--- src/rtl/draw_sequencer.sv ---
// Unique-value draw sequencer: pulls candidates from an external LFSR, rejects
// out-of-range or repeated values, and hands N_DRAW unique draws to a consumer.
module draw_sequencer #(
  parameter int MAX_VAL = 79,
  parameter int N_DRAW  = 40
) (
  input  logic       clk,
  input  logic       rst_n,
  input  logic       start,
  input  logic       abort,
  input  logic [7:0] cand,
  input  logic       cand_vld,
  output logic       cand_req,
  output logic [7:0] draw_num,
  output logic       draw_vld,
  input  logic       draw_rdy,
  output logic [6:0] draw_idx,
  output logic       busy,
  output logic       done,
  output logic [7:0] reject_cnt
);

  typedef enum logic [2:0] {IDLE, CLEAR, FETCH, CHECK, OUTPUT, DONE} state_t;

  localparam logic [7:0] MAX_V    = 8'(MAX_VAL);
  localparam logic [6:0] LAST_IDX = 7'(N_DRAW - 1);

  state_t       state;
  logic         start_q;
  logic         start_edge;
  logic [7:0]   cand_q;
  logic [127:0] used;
  logic         reject;

  function automatic logic [7:0] sat_inc(input logic [7:0] v);
    return (v == 8'hFF) ? v : v + 8'd1;
  endfunction

  assign start_edge = start & ~start_q;
  // cand_q[7] set means > 127, which the MAX_V compare already rejects
  assign reject = (cand_q == 8'd0) || (cand_q > MAX_V) || used[cand_q[6:0]];

  always_ff @(posedge clk or negedge rst_n) begin
    if (!rst_n) begin
      state      <= IDLE;
      start_q    <= 1'b0;
      cand_q     <= '0;
      used       <= '0;
      cand_req   <= 1'b0;
      draw_num   <= '0;
      draw_vld   <= 1'b0;
      draw_idx   <= '0;
      busy       <= 1'b0;
      done       <= 1'b0;
      reject_cnt <= '0;
    end else begin
      start_q <= start;
      done    <= 1'b0;
      if (abort && state != IDLE) begin
        state    <= IDLE;
        busy     <= 1'b0;
        cand_req <= 1'b0;
        draw_vld <= 1'b0;
      end else begin
        case (state)
          IDLE: begin
            if (start_edge && !abort) begin
              state <= CLEAR;
              busy  <= 1'b1;
            end
          end
          CLEAR: begin
            used       <= '0;
            draw_idx   <= '0;
            reject_cnt <= '0;
            state      <= FETCH;
            cand_req   <= 1'b1;
          end
          FETCH: begin
            if (cand_vld) begin
              cand_q   <= cand;
              state    <= CHECK;
              cand_req <= 1'b0;
            end
          end
          CHECK: begin
            if (reject) begin
              reject_cnt <= sat_inc(reject_cnt);
              state      <= FETCH;
              cand_req   <= 1'b1;
            end else begin
              used[cand_q[6:0]] <= 1'b1;
              draw_num          <= cand_q;
              draw_vld          <= 1'b1;
              state             <= OUTPUT;
            end
          end
          OUTPUT: begin
            if (draw_rdy) begin
              draw_vld <= 1'b0;
              if (draw_idx == LAST_IDX) begin
                state <= DONE;
                done  <= 1'b1;
              end else begin
                draw_idx <= draw_idx + 7'd1;
                state    <= FETCH;
                cand_req <= 1'b1;
              end
            end
          end
          DONE: begin
            state <= IDLE;
            busy  <= 1'b0;
          end
          default: begin
            state    <= IDLE;
            busy     <= 1'b0;
            cand_req <= 1'b0;
            draw_vld <= 1'b0;
          end
        endcase
      end
    end
  end

endmodule

--- config.mk ---
export PLATFORM = sky130hd
export DESIGN_NAME = draw_sequencer
export DESIGN_NICKNAME = d
export VERILOG_FILES = /design/src/rtl/draw_sequencer.sv
export SDC_FILE = /design/constraint.sdc
export NUM_CORES = 1
export LEC_CHECK = 0
export ABC_AREA = 0
export CAP_MARGIN = 20
export CORE_AREA = 8 8 137 139
export CTS_CLUSTER_SIZE = 24
export DETAILED_ROUTE_END_ITERATION = 8
export DIE_AREA = 0 0 145 147
export PLACE_DENSITY_LB_ADDON = 0.15
export SYNTH_ARGS = -nofsm -noshare
export SYNTH_HDL_FRONTEND = slang
export SYNTH_SLANG_ARGS = --single-unit
--- constraint.sdc ---
create_clock -name clk -period 4.5 [get_ports clk]
set_input_delay 0.45 -clock clk [delete_from_list [all_inputs] [get_ports clk]]
set_output_delay 0.45 -clock clk [all_outputs]
set_load 0.03 [all_outputs]
# == Yosys cells after proc, flatten, opt, wreduce, memory -nomap -nowiden ==
# Index checks and enable logic that the tools add are counted.
# word_totals
input_bits,14
elab_cells,101
reg_bits,167
# op_classes
bitwise,5
n_eq_ne,21
add_sub_neg,2
n_lt_le_gt_ge,3
n_reduce_logical,23
n_mux,36
# ops
operator,count
case mux 128 bit (2 select lines),1
2-to-1 mux 128 bit,1
bitwise OR 128 bit,1
2-to-1 mux 3 bit,6
"inequality test 3 bit, second input constant",6
2-to-1 mux 1 bit,16
2-to-1 mux 8 bit,2
case mux 8 bit (2 select lines),1
case mux 3 bit (5 select lines),1
AND reduction 3 bit,5
2-to-1 mux 7 bit,2
case mux 7 bit (2 select lines),1
"inequality test 2 bit, second input constant",5
"adder 8 x 1 -> 8 bit, second input constant",1
"equality test 8 bit, second input constant",1
"greater-than comparator 8 x 7 -> 1 bit, second input constant",1
logical NOT 8 bit,1
"less-than comparator 7 x 8 -> 1 bit, second input constant",1
AND reduction 4 bit,2
OR reduction 4 bit,2
"adder 7 x 1 -> 7 bit, second input constant",1
binary-select mux 1 bit (select 7 bit),1
demux 1 bit (select 7 bit),1
"equality test 7 x 6 -> 1 bit, second input constant",1
19 further kinds,29

# == Depth between registers and ports, before layout ==
# depth
word_depth,7
ltp_mapped,13
ltp_nobuf,8

# == Worst setup path after synthesis ==
# Ideal clock, no wire load.
# synth_timing
path_kind,flip-flop to flip-flop
start,register cand_q[0]
end,register used[10]
t_arrival_ps,2498
setup_ps,78
path_stages_with_launch,13
setup_slack_ps,1924
n_path_buf,4
period_less_slack_ps,2576
required_time_ps,4422
path_cell_list,dfrtp_1 buf_6 buf_6 and3_1 a2111oi_2 a31oi_1 o211ai_2 o211ai_2 or3_1 buf_2 or3_1 buf_6 o21ai_2
# synth_via
elab_chain_len,7
elab_cells_between_ends,16
cone_classes,order compare: 3; eq/ne: 1; mux: 6; bitwise: 1; reduce/logical: 5
# synth_rtl
item,line_no,text
"start, declared",31,logic [7:0] cand_q;
"start signal, assigned",81,cand_q <= cand;
less-than comparator 7 x 8 -> 1 bit (not written as such) or >= comparator 7 x 1 -> 1 bit (tied branches),92,used[cand_q[6:0]] <= 1'b1;
logical AND 1 bit (not written as such),92,
2-to-1 mux 1 bit (not written as such),92,
demux 1 bit (select 7 bit),92,
bitwise OR 128 bit (no line),-,
2-to-1 mux 128 bit,87,if (reject) begin
case mux 128 bit (2 select lines),65,case (state)
"end signal, assigned",48,used <= '0;
"end signal, assigned",73,used <= '0;
"end signal, assigned by index",92,
"end, declared",32,logic [127:0] used;
# Parallel ways exist; a longest one is shown, timed or not. The select of a mux whose other input is x is not followed.
# A chain may end at the register's enable or synchronous reset.

# == Final worst setup path ==
# layout_timing
start,register cand_q[1]
end,register used[58]
# Same word-level chain as after synthesis.

==> results by group <==
Run status
  – Run status: complete, no violations

Floorplanning
  – Die H: 147 microns
  – Die width: 145 microns
  – Total core area: between 0.015 and 0.02 sq mm
  – Die Area: 0.0213 sq mm
  – Row count: 48
  – Ports: 41
  – Initial Util: 39.0%

STA
  – Final TNS setup: 0 ps
  – Slew Viols, Final: 0
  – Period minus WS final: 3900 ps
  – Tcrit/Tclk final: 86.7%
  – Unrepaired setup endpoints after global routing: false
  – Post-route setup slack: 599 ps
  – Final Hold Fails: 0
  – Setup violators final: 0
  – Slew HR: 29.8%
  – FMAX: 256 MHz
  – Measured slew at the worst slew-check pin: about 1100 ps
  – Clk_skew: 9.07 ps
  – Fin Hold WS: about 130 ps

Worst setup path
  – Crit Path Class: reg2reg
  – Crit path launch type: flip-flop
  – Crit Path Max Fanout: 29
  – Worst Path Required: 4840 ps
  – CP endpoint kind: flip-flop
  – Flop-to-flop setup slack: 600 ps
  – Worst Path Arrival: between 4000 and 5000 ps

Global routing
  – Global Route Usage Sum: 16.8%
  – Initial antenna violation count: 0
  – Vias in the first global route: slightly above 5000
  – Largest net degree at the start of global routing: 107
  – First-pass GRT wire length: 28600 microns
  – Grt total ovfl: 0

Clocking
  – Clk Latency, worst-skew pair: 420 ps
  – Longest Clk Path Bufs: 2
  – Cts hold-fix bufs: 0
  – Post-CTS sizing: 0
  – CTS sink cnt: 135
  – Clock root buffer: clkbuf_16
  – CTS tree: done
  – Max H-tree Level: 4
  – Setup bufs post-CTS: 0
  – TritonCTS Buffers: 17
  – Worst-path clk slew: about 60 ps

Synthesis
  – Post-synth EDFFs: 0
  – Yosys cell types: a little over 60
  – Ys async rst share: 100%
  – Synth Flop Type: dfrtp_1
  – Mapped cell area: about 0.0065 sq mm
  – Syn nets: 654
  – Post-synthesis sequential area ratio: between 50% and 60%
  – Yosys reg bits: about 140
  – Synth top area share: 51.7%
  – Area contributors post-synth: dfrtp_1 52%, nand2_1 6.3%, o31ai_1 4.6%
  – Mapped Cells: 638
  – Post-synthesis area per instance: 10.2 sq um
  – YS warnings: 0
  – Synth area leader: dfrtp_1

Final layout
  – Final core occ: 45.6%
  – # diodes: 0
  – Filler cell count: around 1600
  – Final Non-Filler Cells: 898
  – Design area: 0.00765 sq mm
  – Commonest non-fill, non-tap cell in the layout: dfrtp_1
  – Share of layout cells above drive strength 1: 12.9%
  – Most frequent cells in the layout: 134 x dfrtp_1, 110 x nand2_1, 40 x o31ai_1, 39 x clkdlybuf4s50_1, 38 x o21ai_0
  – Final Net Count: 676
  – P&R area growth vs syn: 17.1%

Drt
  – Routed wire per std cell: 19.2 microns
  – Drt pass-1 iters: 5
  – Remaining DRCs: 0
  – Initial DRC Count: 467
  – WL final: between 15000 and 20000 microns
  – Vias/cell: about 5.6
  – Via count: around 5000
  – Post-DRT Antenna Nets: 0

Pwr
  – Power per cell area: roughly 450 mW/mm^2
  – Power consumption: 3.46 mW
  – Worst vdd rail ir drop: 0.243 mV
  – Leak: around 3.2 nW

Placement
  – Routability cong.: 0.851
  – Placed cell count: 866
  – Port Buffers: 40
  – Post-Place Cell Area: between 0.007 and 0.008 sq mm
  – Hpwl dp: 11400 microns
  – Pre-CTS setup slack: 655 ps

Min path
  – Hold Crit Class: in2async

Job
  – Max-Cap Viols: 0
## critical path, stage by stage, from the launching register on
cell and delay, ps:
dfrtp_1 1030, buf_4 280, a21bo_1 200, a222oi_1 290, o32ai_1 150, nand3_1 130, nand4_1 180, or3_2 560
buf_4 250, or3_1 540, o21ai_2 200
## layer usage
layer  part of all wire, %  vias up  global-route usage [%]
met5                     0        -                       0
li1                      -     2378                       -
met2                    46      147                    24.7
met3                   4.3       19                    4.03
met1                    49     2505                    23.8
met4                   1.5        0                    5.21
## sequential cells by signal (all words and copies together) (netlist names)
signal,flops
draw_num,8
busy,1
done,1
draw_idx,7
reject_cnt,8
draw_vld,1
start_q,1
state,3
cand_q,8
cand_req,1
used,96
## final cells by class
type                       instances  area, sq um  share of cell area, %
sequential                       135         3380                   44.2
tap                              225          282                   3.68
clock inverter                    14          174                   2.27
multi-input combinational        449         2870                   37.6
timing repair buffer              49          469                   6.14
clock buffer                      18          439                   5.74
inverter                           8         30.0                  0.393
## final timing paths
| kind | start | depth (start not counted) | to |
|---|---|---|---|
| max in group asynchronous | rst_n | 2 | draw_idx[0] |
| max | cand_q[1] | 10 | used[58] |
| min reg2reg | used[42] | 2 | used[42] |
| max reg2reg | cand_q[1] | 10 | used[58] |
| min in group clk | used[42] | 2 | used[42] |
| min | rst_n | 1 | used[56] |
## cells by family (layout without fill, tap and decap cells)
| family | count (synthesis) | in the layout | share of synthesized area (%) |
|---|---|---|---|
| mux | 41 | 41 | 7.03 |
| buf+inv | 54 | 89 | 4.37 |
| xor+xnor | 6 | 6 | 0.805 |
| fa+ha+maj | 2 | 2 | 0.383 |
| flops | 135 | 135 | 51.7 |
| compound gates | 168 | 168 | 18.7 |
| simple gates | 232 | 232 | 17.0 |
## cell usage after synthesis, types with 4 or more instances
library cell,count
o21ai_0,38
mux2i_1,23
nor2_1,26
nand3_1,15
o31ai_1,40
inv_1,8
o22ai_1,11
a21oi_1,11
buf_2,9
mux2_2,15
o21a_1,4
o21ai_2,8
nor2b_1,9
or3_1,9
and3_1,8
clkbuf_1,24
nand2_1,110
o41ai_1,12
o21ai_1,4
nand2b_1,6
xor2_1,5
buf_6,8
nor4_1,4
nand4_1,5
dfrtp_1,135
a221oi_1,4
and2_1,20
nor3_1,5
nand3b_1,4
## power by group
group / switching [mW] / internal, mW
Sequential: 0.152 / 1.25
Combinational: 0.409 / 0.221
Clock: 0.537 / 0.889
(Power assumes the default switching activity.)
